## src/rtl/display_refresher_if.sv

```systemverilog
// rtl/display_refresher_if.sv - SPI command and pixel-read signals between refresher, SPI engine and content source
// master: the refresher (drives dspi_cmd/dspi_byte, d_read/d_page_idx/d_column_idx, frame_done)
// slave : the SPI engine plus content source (drive dspi_ready, d_data, d_data_ready)
interface display_refresher_if;
  logic       dspi_ready;
  logic [2:0] dspi_cmd;
  logic [7:0] dspi_byte;
  logic       d_read;
  logic [2:0] d_page_idx;
  logic [6:0] d_column_idx;
  logic [7:0] d_data;
  logic       d_data_ready;
  logic       frame_done;

  modport master (
    input  dspi_ready, d_data, d_data_ready,
    output dspi_cmd, dspi_byte, d_read, d_page_idx, d_column_idx, frame_done
  );

  modport slave (
    output dspi_ready, d_data, d_data_ready,
    input  dspi_cmd, dspi_byte, d_read, d_page_idx, d_column_idx, frame_done
  );
endinterface

```

## src/rtl/display_refresher.sv

```systemverilog
// rtl/display_refresher.sv - OLED power-up then continuous page/column refresh sequencer
// Ports:
//   clk   - system clock
//   rst_n - asynchronous active-low reset
//   bus   - display_refresher_if.master: dspi_ready/dspi_cmd/dspi_byte toward the SPI engine,
//           d_read/d_page_idx/d_column_idx/d_data/d_data_ready toward the content source,
//           frame_done pulse after the last byte of each frame.
// Optional: define DISPLAY_REFRESHER_TIMEOUT_EN to stop waiting for d_data_ready after TIMEOUT cycles
//           (a 0x00 byte is sent in place of the missing column).
module display_refresher #(
  parameter int PAGES   = 8,
  parameter int COLUMNS = 128,
  parameter int TIMEOUT = 15
) (
  input  logic                clk,
  input  logic                rst_n,
  display_refresher_if.master bus
);

  localparam logic [2:0] CMD_NOP   = 3'd0;
  localparam logic [2:0] CMD_RESET = 3'd1;
  localparam logic [2:0] CMD_CTRL  = 3'd2;
  localparam logic [2:0] CMD_DATA  = 3'd3;

  localparam logic [2:0] LAST_PAGE = 3'(PAGES - 1);
  localparam logic [6:0] LAST_COL  = 7'(COLUMNS - 1);
  localparam logic [2:0] LAST_INIT = 3'd5;
  localparam logic [1:0] LAST_SETUP = 2'd2;

  typedef enum logic [2:0] {
    S_RST,
    S_INIT,
    S_PAGE,
    S_REQ,
    S_WAIT,
    S_SEND
  } state_t;

  state_t     state, state_n;
  logic [2:0] init_ptr, init_ptr_n;
  logic [1:0] setup_ptr, setup_ptr_n;
  logic       guard, guard_n;
  logic [2:0] page, page_n;
  logic [6:0] column, column_n;
  logic [7:0] data_q, data_n;

  logic       can_issue;
  logic [2:0] cmd;
  logic [7:0] cmd_byte;
  logic       read;
  logic       done;

`ifdef DISPLAY_REFRESHER_TIMEOUT_EN
  // The d_read cycle counts as the first elapsed cycle, so the counter starts at 1
  // and the forced 0x00 byte is issued exactly TIMEOUT cycles after d_read.
  localparam logic [3:0] WAIT_LAST = 4'(TIMEOUT - 1);
  logic [3:0] wait_cnt, wait_cnt_n;
`else
  logic unused_timeout;
  assign unused_timeout = ^TIMEOUT;
`endif

  // Power-up sequence: display off, charge pump setting, charge pump on,
  // addressing mode, page addressing, display on.
  function automatic logic [7:0] init_rom(input logic [2:0] idx);
    case (idx)
      3'd0:    init_rom = 8'hAE;
      3'd1:    init_rom = 8'h8D;
      3'd2:    init_rom = 8'h14;
      3'd3:    init_rom = 8'h20;
      3'd4:    init_rom = 8'h02;
      default: init_rom = 8'hAF;
    endcase
  endfunction

  always_ff @(posedge clk or negedge rst_n) begin
    if (!rst_n) begin
      state     <= S_RST;
      init_ptr  <= 3'd0;
      setup_ptr <= 2'd0;
      guard     <= 1'b0;
      page      <= 3'd0;
      column    <= 7'd0;
      data_q    <= 8'd0;
`ifdef DISPLAY_REFRESHER_TIMEOUT_EN
      wait_cnt  <= 4'd0;
`endif
    end else begin
      state     <= state_n;
      init_ptr  <= init_ptr_n;
      setup_ptr <= setup_ptr_n;
      guard     <= guard_n;
      page      <= page_n;
      column    <= column_n;
      data_q    <= data_n;
`ifdef DISPLAY_REFRESHER_TIMEOUT_EN
      wait_cnt  <= wait_cnt_n;
`endif
    end
  end

  always_comb begin
    state_n     = state;
    init_ptr_n  = init_ptr;
    setup_ptr_n = setup_ptr;
    page_n      = page;
    column_n    = column;
    data_n      = data_q;
    cmd         = CMD_NOP;
    cmd_byte    = 8'd0;
    read        = 1'b0;
    done        = 1'b0;
`ifdef DISPLAY_REFRESHER_TIMEOUT_EN
    wait_cnt_n  = wait_cnt;
`endif
    // The engine needs one cycle after an issue to drop ready, so ready is
    // not trusted in the cycle right after we issued.
    can_issue = bus.dspi_ready && !guard;

    case (state)
      S_RST: begin
        if (can_issue) begin
          cmd     = CMD_RESET;
          state_n = S_INIT;
        end
      end

      S_INIT: begin
        if (can_issue) begin
          cmd      = CMD_CTRL;
          cmd_byte = init_rom(init_ptr);
          if (init_ptr == LAST_INIT) begin
            init_ptr_n = 3'd0;
            page_n     = 3'd0;
            column_n   = 7'd0;
            state_n    = S_PAGE;
          end else begin
            init_ptr_n = init_ptr + 3'd1;
          end
        end
      end

      S_PAGE: begin
        // Page address, then column low/high nibble reset to column 0.
        if (can_issue) begin
          cmd = CMD_CTRL;
          case (setup_ptr)
            2'd0:    cmd_byte = {5'b10110, page};
            2'd1:    cmd_byte = 8'h00;
            default: cmd_byte = 8'h10;
          endcase
          if (setup_ptr == LAST_SETUP) begin
            setup_ptr_n = 2'd0;
            state_n     = S_REQ;
          end else begin
            setup_ptr_n = setup_ptr + 2'd1;
          end
        end
      end

      S_REQ: begin
        read    = 1'b1;
        state_n = S_WAIT;
`ifdef DISPLAY_REFRESHER_TIMEOUT_EN
        wait_cnt_n = 4'd1;
`endif
      end

      S_WAIT: begin
        if (bus.d_data_ready) begin
          data_n  = bus.d_data;
          state_n = S_SEND;
        end
`ifdef DISPLAY_REFRESHER_TIMEOUT_EN
        else if (wait_cnt == WAIT_LAST) begin
          data_n  = 8'h00;
          state_n = S_SEND;
        end else begin
          wait_cnt_n = wait_cnt + 4'd1;
        end
`endif
      end

      S_SEND: begin
        if (can_issue) begin
          cmd      = CMD_DATA;
          cmd_byte = data_q;
          if (column != LAST_COL) begin
            column_n = column + 7'd1;
            state_n  = S_REQ;
          end else begin
            column_n = 7'd0;
            state_n  = S_PAGE;
            if (page != LAST_PAGE) begin
              page_n = page + 3'd1;
            end else begin
              page_n = 3'd0;
              done   = 1'b1;
            end
          end
        end
      end

      default: state_n = S_RST;
    endcase

    guard_n = (cmd != CMD_NOP);
  end

  // Strobes are decoded from state and the live dspi_ready, so they are
  // forced low while reset is held to keep S_RST from issuing during reset.
  assign bus.dspi_cmd     = rst_n ? cmd : CMD_NOP;
  assign bus.dspi_byte    = rst_n ? cmd_byte : 8'd0;
  assign bus.d_read       = rst_n & read;
  assign bus.frame_done   = rst_n & done;
  assign bus.d_page_idx   = page;
  assign bus.d_column_idx = column;

endmodule

```

## src/flat_wrapper.sv

```systemverilog
// flat-port wrapper written by rule: the top's interface ports become plain ports
module display_refresher_flat 
#(
  parameter int PAGES   = 8,
  parameter int COLUMNS = 128,
  parameter int TIMEOUT = 15
)
  (clk, rst_n, bus_dspi_ready, bus_d_data, bus_d_data_ready, bus_dspi_cmd, bus_dspi_byte, bus_d_read, bus_d_page_idx, bus_d_column_idx, bus_frame_done);
  display_refresher_if bus_i ();
  input  logic clk;
  input  logic rst_n;
  input wire logic [$bits(bus_i.dspi_ready)-1:0] bus_dspi_ready;
  input wire logic [$bits(bus_i.d_data)-1:0] bus_d_data;
  input wire logic [$bits(bus_i.d_data_ready)-1:0] bus_d_data_ready;
  output wire logic [$bits(bus_i.dspi_cmd)-1:0] bus_dspi_cmd;
  output wire logic [$bits(bus_i.dspi_byte)-1:0] bus_dspi_byte;
  output wire logic [$bits(bus_i.d_read)-1:0] bus_d_read;
  output wire logic [$bits(bus_i.d_page_idx)-1:0] bus_d_page_idx;
  output wire logic [$bits(bus_i.d_column_idx)-1:0] bus_d_column_idx;
  output wire logic [$bits(bus_i.frame_done)-1:0] bus_frame_done;
  assign bus_i.dspi_ready = bus_dspi_ready;
  assign bus_i.d_data = bus_d_data;
  assign bus_i.d_data_ready = bus_d_data_ready;
  assign bus_dspi_cmd = bus_i.dspi_cmd;
  assign bus_dspi_byte = bus_i.dspi_byte;
  assign bus_d_read = bus_i.d_read;
  assign bus_d_page_idx = bus_i.d_page_idx;
  assign bus_d_column_idx = bus_i.d_column_idx;
  assign bus_frame_done = bus_i.frame_done;
  display_refresher #(.PAGES(PAGES), .COLUMNS(COLUMNS), .TIMEOUT(TIMEOUT)) u_core (.clk(clk), .rst_n(rst_n), .bus(bus_i));
endmodule
```

## config.mk

```make
export PLATFORM = sky130hd
export DESIGN_NAME = display_refresher_flat
export DESIGN_NICKNAME = d
export VERILOG_FILES = /design/src/rtl/display_refresher_if.sv /design/src/rtl/display_refresher.sv /design/src/flat_wrapper.sv
export SDC_FILE = /design/constraint.sdc
export NUM_CORES = 1
export LEC_CHECK = 0
export BUFFER_PORTS_ARGS = -buffer_cell sky130_fd_sc_hd__buf_2
export CORE_UTILIZATION = 57
export CTS_BUF_LIST = sky130_fd_sc_hd__clkbuf_2
export CTS_CLUSTER_SIZE = 14
export DETAILED_ROUTE_END_ITERATION = 6
export GPL_TIMING_DRIVEN = 0
export HOLD_SLACK_MARGIN = 0.08
export PLACE_DENSITY = 0.82
export SETUP_SLACK_MARGIN = 0.02
export SLEW_MARGIN = 20
export SYNTH_ARGS = -nofsm -noshare
export SYNTH_HDL_FRONTEND = slang
export SYNTH_SLANG_ARGS = --single-unit
```

## constraint.sdc

```tcl
create_clock -name clk -period 1.75 [get_ports clk]
set_clock_uncertainty 0.1 [all_clocks]
set_input_delay 0.0875 -clock clk [delete_from_list [all_inputs] [get_ports clk]]
set_output_delay 0.0875 -clock clk [all_outputs]
set_load 0.01 [all_outputs]
```

=== Word level (Yosys, flattened, before mapping) ===
Index checks and enable logic that the tools add are counted.

* Shift-type cells: 0
* $lt $le $gt $ge: 0
* $add $sub $neg: 4
* Divide/modulo/power cells: 0
* Reductions and logical operators: 14
* Equal/unequal tests: 22
* Multiplexer cells: 39
* Bitwise logic cells: 2
* Multiply operators: 0

{| class="wikitable"
|+ Operators with widths
! cell !! count
|-
| 2-to-1 mux 3 bit || 14
|-
| one-hot mux 8 bit (5 select lines) || 1
|-
| 2-to-1 mux 8 bit || 4
|-
| 2-to-1 mux 7 bit || 4
|-
| one-hot mux 8 bit (3 select lines) || 1
|-
| one-hot mux 3 bit (6 select lines) || 1
|-
| one-hot mux 8 bit (2 select lines) || 1
|-
| one-hot mux 7 bit (2 select lines) || 1
|-
| equality test 3 x 2 -> 1 bit, second input constant || 4
|-
| equality test 3 bit, second input constant || 4
|-
| inequality test 2 x 1 -> 1 bit, second input constant || 6
|-
| one-hot mux 3 bit (3 select lines) || 1
|-
| adder 7 x 1 -> 7 bit, second input constant || 1
|-
| 2-to-1 mux 1 bit || 7
|-
| inequality test 7 bit, second input constant || 1
|-
| AND reduction 7 bit || 1
|-
| adder 3 x 1 -> 3 bit, second input constant || 2
|-
| equality test 3 x 1 -> 1 bit, second input constant || 2
|-
| zero test 3 bit || 2
|-
| 2-to-1 mux 2 bit || 3
|-
| one-hot mux 3 bit (2 select lines) || 1
|-
| AND reduction 2 bit || 3
|-
| AND reduction 5 bit || 1
|-
| inequality test 2 bit, second input constant || 2
|-
| 12 further kinds || 13
|}

* Word-level logic and storage cells: 88
* Bits in writable memories: 0
* Register bits: 27
* Memories: 0
* Bits in read-only memories: 0
* Bits in latches: 0

=== Depth between registers and ports, before layout ===
* Word-level depth: 6
* Depth in mapped cells: 6

=== Least setup slack after synthesis ===
Ideal clock, no wire load.

* Path type: register to register
* Start point: reg u_core.column[0], in the netlist u_core.bus.d_column_idx[0]
* End point: reg u_core.page[0], in the netlist u_core.bus.d_page_idx[0]
* Cell stages (with the launch flop): 7
* Clock period less this slack: 1,667 ps
* Data required time: 1,581 ps
* Data arrival time: 1,498 ps
* Path slack: 83 ps
* Cell sequence: dfrtp_1 > ha_1 > and3_1 > buf_4 > nand2_2 > or4_1 > nand3_1

* Longest elaborated chain between the ends: 3

{| class="wikitable"
|+ Ends and longest elaborated chain
! what !! RTL line !! RTL
|-
| start: declaration || display_refresher.sv:44 || <nowiki>logic [6:0] column, column_n;</nowiki>
|-
| start signal: assignment || display_refresher.sv:94 || <nowiki>column <= column_n;</nowiki>
|-
| inequality test 7 bit || display_refresher.sv:188 || <nowiki>if (column != LAST_COL) begin</nowiki>
|-
| inequality test 2 bit (no source line) || -- ||
|-
| AND reduction 5 bit (no source line) || -- ||
|-
| end signal: assignment || display_refresher.sv:93 || <nowiki>page <= page_n;</nowiki>
|-
| end: declaration || display_refresher.sv:43 || <nowiki>logic [2:0] page, page_n;</nowiki>
|}

Every way passes these cells.
A chain may end at the register's enable or synchronous reset.

=== Final worst setup path ===
* Start point: reg u_core.state[0]
* End point: out bus_dspi_byte[0]

* Longest elaborated chain between the ends: 3

{| class="wikitable"
|+ Ends and longest elaborated chain
! what !! RTL line !! RTL
|-
| start: declaration || display_refresher.sv:39 || <nowiki>state_t state, state_n;</nowiki>
|-
| start signal: assignment || display_refresher.sv:89 || <nowiki>state <= state_n;</nowiki>
|-
| equality test 3 bit, or another cell as far along || display_refresher.sv:120 || <nowiki>case (state)</nowiki>
|-
| one-hot mux 8 bit (3 select lines) (*) || display_refresher.sv:120 ||
|-
| 2-to-1 mux 8 bit (*) || display_refresher.sv:213 || <nowiki>assign bus.dspi_byte = rst_n ? cmd_byte : 8'd0;</nowiki>
|-
| end: declaration || flat_wrapper.sv:16 || <nowiki>output wire logic [$bits(bus_i.dspi_byte)-1:0] bus_dspi_byte;</nowiki>
|}

Every way passes the cells marked *; elsewhere a longest branch is shown, timed or not.

==> key figures <==
STA
  – Worst hold slack: 0.156 ns
  – Final hold viol count: 0
  – Tightest Pin Transition: 0.510 ns
  – Final Setup Violations: 13
  – Max Clock Freq: 429 MHz
  – Slew HR: 65.6%
  – Fin. max-slew vios: 0
  – Period utilization: 133%
  – Setup_tns: -3.93 ns
  – RSZ-0062 raised after global routing: yes
  – Final worst slack: -0.580 ns
  – Tmin final: 2.33 ns

Pwr
  – Leak: 0.00114 uW
  – PwrDens: 1290 nW/um^2
  – VDD IR max: 0.000790 V
  – Tot Pwr: 3160 uW

Logic synthesis
  – EDFF count, synth: 0
  – Post-synthesis cell area: 1710 um^2
  – Main synth FF type: dfrtp_1
  – Post-synthesis cell count: 183
  – Flops & latches, synth: 27
  – Total number of yosys warnings: 0
  – Yosys cell types: 50
  – Syn Area/Cell: 9.33 um^2
  – Sequential share of the synthesized area: 39.6%
  – FFs w/ async S/R, synth: 100%
  – Syn_nets: 199

Floorplanning
  – Core area: 2810 um^2
  – Die area: 3220 um^2
  – Die W: 56.7 um
  – Number of cell rows: 19
  – Die Height: 56.7 um
  – Top Ports: 35
  – Initial core utilization: 60.9%

Routing
  – Vias: 1836
  – DRC viols: 8
  – Drt via density: 6.35
  – ANT nets after route: 0
  – DR iter-0 viols: 169
  – Drt pass-1 iters: 6
  – Final WL: 5.40 mm
  – WL/cell: 18.7 um

Global route
  – Vias in the first global route: 1719
  – Initial antenna violation count: 0
  – Largest net degree at the start of global routing: 28
  – Total GRT Usage: 31.0%
  – Met3 Use GR: 3.92%
  – GRT met2 Usage: 58.5%
  – M1 GR Usage: 37.0%
  – Congestion Overflow GR: 0
  – Grt peak-use layer: met2
  – Global-route wire length before repair: 7.80 mm

Finish
  – Most common cell after layout, fill and taps aside: buf_2
  – Layout cell share with drive strength beyond 1: 45.3%
  – Area of the multi-input gates: 1070 um^2
  – Layout Cells excl Fill: 289
  – ANT cells: 0
  – Area delta synth->final: 43.1%
  – Post-Route Utilization: 87.1%
  – Nets: 275
  – Most frequent cells in the layout: 38 x buf_2, 25 x dfrtp_1, 20 x buf_4, 14 x nand2_1, 13 x nor2_1
  – Storage element area: 678 um^2
  – Fillers: 137

Min path
  – Hold endpoint: u_core.init_ptr[0]$_DFFE_PN0P_
  – Hold depth: 4
  – Min-Delay Startpoint: bus_dspi_ready
  – Hold/Removal Path Class: in -> reg

Clocking
  – Maximum root-to-sink buffer count: 2
  – Root buf cell: clkbuf_2
  – Clk sink count: 27
  – Worst-path clk slew: 0.28 ns
  – Inserted Clock Buffers: 3
  – TritonCTS clock tree: built
  – Clk_lat worst skew: 0.36 ns
  – H-Tree Depth: 1

Setup path
  – CP Data Arrival Time: 2.14 ns
  – Critical path class: reg -> out
  – RR Startpoint: u_core.state[2]$_DFFE_PN0P_
  – FF-to-FF setup slack: -0.04 ns
  – WP data required: 1.56 ns
  – Max FO, Critical Path: 5
  – Worst-case reg-to-reg path depth: 9
  – Critical Path Source Type: flip-flop
  – Crit. End Element: output port
  – Reg2Reg Capture Point: u_core.state[0]$_DFFE_PN0P_

Placement
  – Gpl congestion: 0.846
  – Cell count after placement: 247
  – Port buffer count: 33
  – Detail Placement HPWL: 2.94 mm

Run status
  – Failing checks: DRC, setup timing
  – Status: complete, but fails checks

Job
  – Max_cap viols: 0
## power by group
group	total (uW)	switching [uW]	internal, uW
Sequential	1060	211	846
Clock	254	201	52.9
Combinational	1840	943	901
Total	3160	1360	1800
## registers in the layout (all words and copies together), names as in the netlist
| register | count |
|---|---|
| u_core.data_q | 8 |
| u_core.bus.d_page_idx | 3 |
| u_core.guard | 1 |
| u_core.setup_ptr | 2 |
| u_core.state | 3 |
| u_core.init_ptr | 3 |
| u_core.bus.d_column_idx | 7 |
## Yosys cell counts (2+ instances only)
| cell | instances | area, um^2 |
|---|---|---|
| nand3_1 | 9 | 45.0 |
| xor2_1 | 2 | 17.5 |
| ha_1 | 4 | 50.1 |
| mux2_2 | 10 | 113 |
| buf_6 | 2 | 22.5 |
| dfrtp_1 | 27 | 676 |
| nand2_2 | 2 | 12.5 |
| a211oi_1 | 2 | 15.0 |
| buf_4 | 3 | 22.5 |
| nor2b_1 | 2 | 12.5 |
| or4_1 | 2 | 15.0 |
| inv_1 | 3 | 11.3 |
| nor3b_1 | 2 | 15.0 |
| a22oi_1 | 3 | 22.5 |
| o311ai_0 | 2 | 17.5 |
| nand4_1 | 3 | 18.8 |
| o21ai_0 | 14 | 70.1 |
| nand3b_1 | 3 | 22.5 |
| nor3_1 | 2 | 10.0 |
| and3_1 | 3 | 18.8 |
| a21oi_1 | 10 | 50.1 |
| nor2_1 | 15 | 56.3 |
| and3b_1 | 3 | 26.3 |
| buf_2 | 6 | 30.0 |
| nand2_1 | 15 | 56.3 |
| nand2b_1 | 6 | 37.5 |
| and2_1 | 3 | 18.8 |
| clkbuf_1 | 2 | 7.51 |
| and2b_1 | 2 | 15.0 |
## layout make-up
type | instances | share of cell area [%]
plain buffers | 12 | 5.02
clock buffers | 3 | 0.614
clock inverters | 1 | 0.307
inverters | 3 | 0.461
multi-input cells | 141 | 43.6
flip-flops and latches | 27 | 27.8
well taps | 31 | 1.59
repair buffers | 71 | 20.6
## layer usage
layer	vias up	part of all wire [%]	wire, um
met1	897	38	2030
met4	0	3.9	210
li1	812	-	-
met5	-	0	0
met3	21	6.6	357
met2	106	52	2800
## logic make-up (layout without fill, tap and decap cells)
family | after synthesis | count (layout) | share of synthesized area [%]
flip-flops | 27 | 27 | 39.6
buffers and inverters | 16 | 90 | 5.49
AO/OA/AOI/OAI | 41 | 42 | 14.8
other | 1 | 1 | 0.220
multiplexers | 11 | 11 | 7.18
AND/OR/NAND/NOR | 80 | 80 | 28.3
adder cells (fa/ha/maj) | 4 | 4 | 2.93
XOR/XNOR | 3 | 3 | 1.54
## how the worst max path moves through the flow
stage / endpoint / cells past startpoint / from
2_1_floorplan: u_core.bus.d_page_idx[0]$_DFFE_PN0P_ / 6 / u_core.bus.d_column_idx[0]$_DFFE_PN0P_
3_3_place_gp: bus_dspi_byte[5] / 5 / u_core.state[1]$_DFFE_PN0P_
3_5_place_dp: bus_dspi_byte[1] / 5 / u_core.state[1]$_DFFE_PN0P_
4_1_cts: bus_dspi_byte[0] / 6 / u_core.state[0]$_DFFE_PN0P_
5_1_grt: bus_dspi_byte[0] / 6 / u_core.state[0]$_DFFE_PN0P_
6_report: bus_dspi_byte[0] / 6 / u_core.state[0]$_DFFE_PN0P_
## what timing repair did
| action | 4_1_cts | 5_1_grt |
|---|---|---|
| gates cloned | 2 | 0 |
| hold endpoints to repair | 37 | 0 |
| setup endpoints to repair | 17 | 31 |
| setup buffers | 13 | 12 |
| gates resized for setup | 24 | 29 |
| hold buffers | 12 | 0 |
| pin swaps | 9 | 7 |
## metrics by stage
step	setup WS (ns)	instance area (um^2)
final	-0.580	2440
after global routing	-0.636	2440
after CTS	-0.393	2250
after detailed placement	-0.0961	1910
after global placement	-0.0992	1910
after floorplan	0.0834	1710
## worst max-delay path, stage by stage (launching register included)
cell     delay, ns
dfrtp_1       0.47
buf_6         0.15
or3b_4        0.40
nor4_4        0.26
a22oi_1       0.14
nor2_1        0.17
buf_2         0.18
Power figures use the tool's default switching activity.
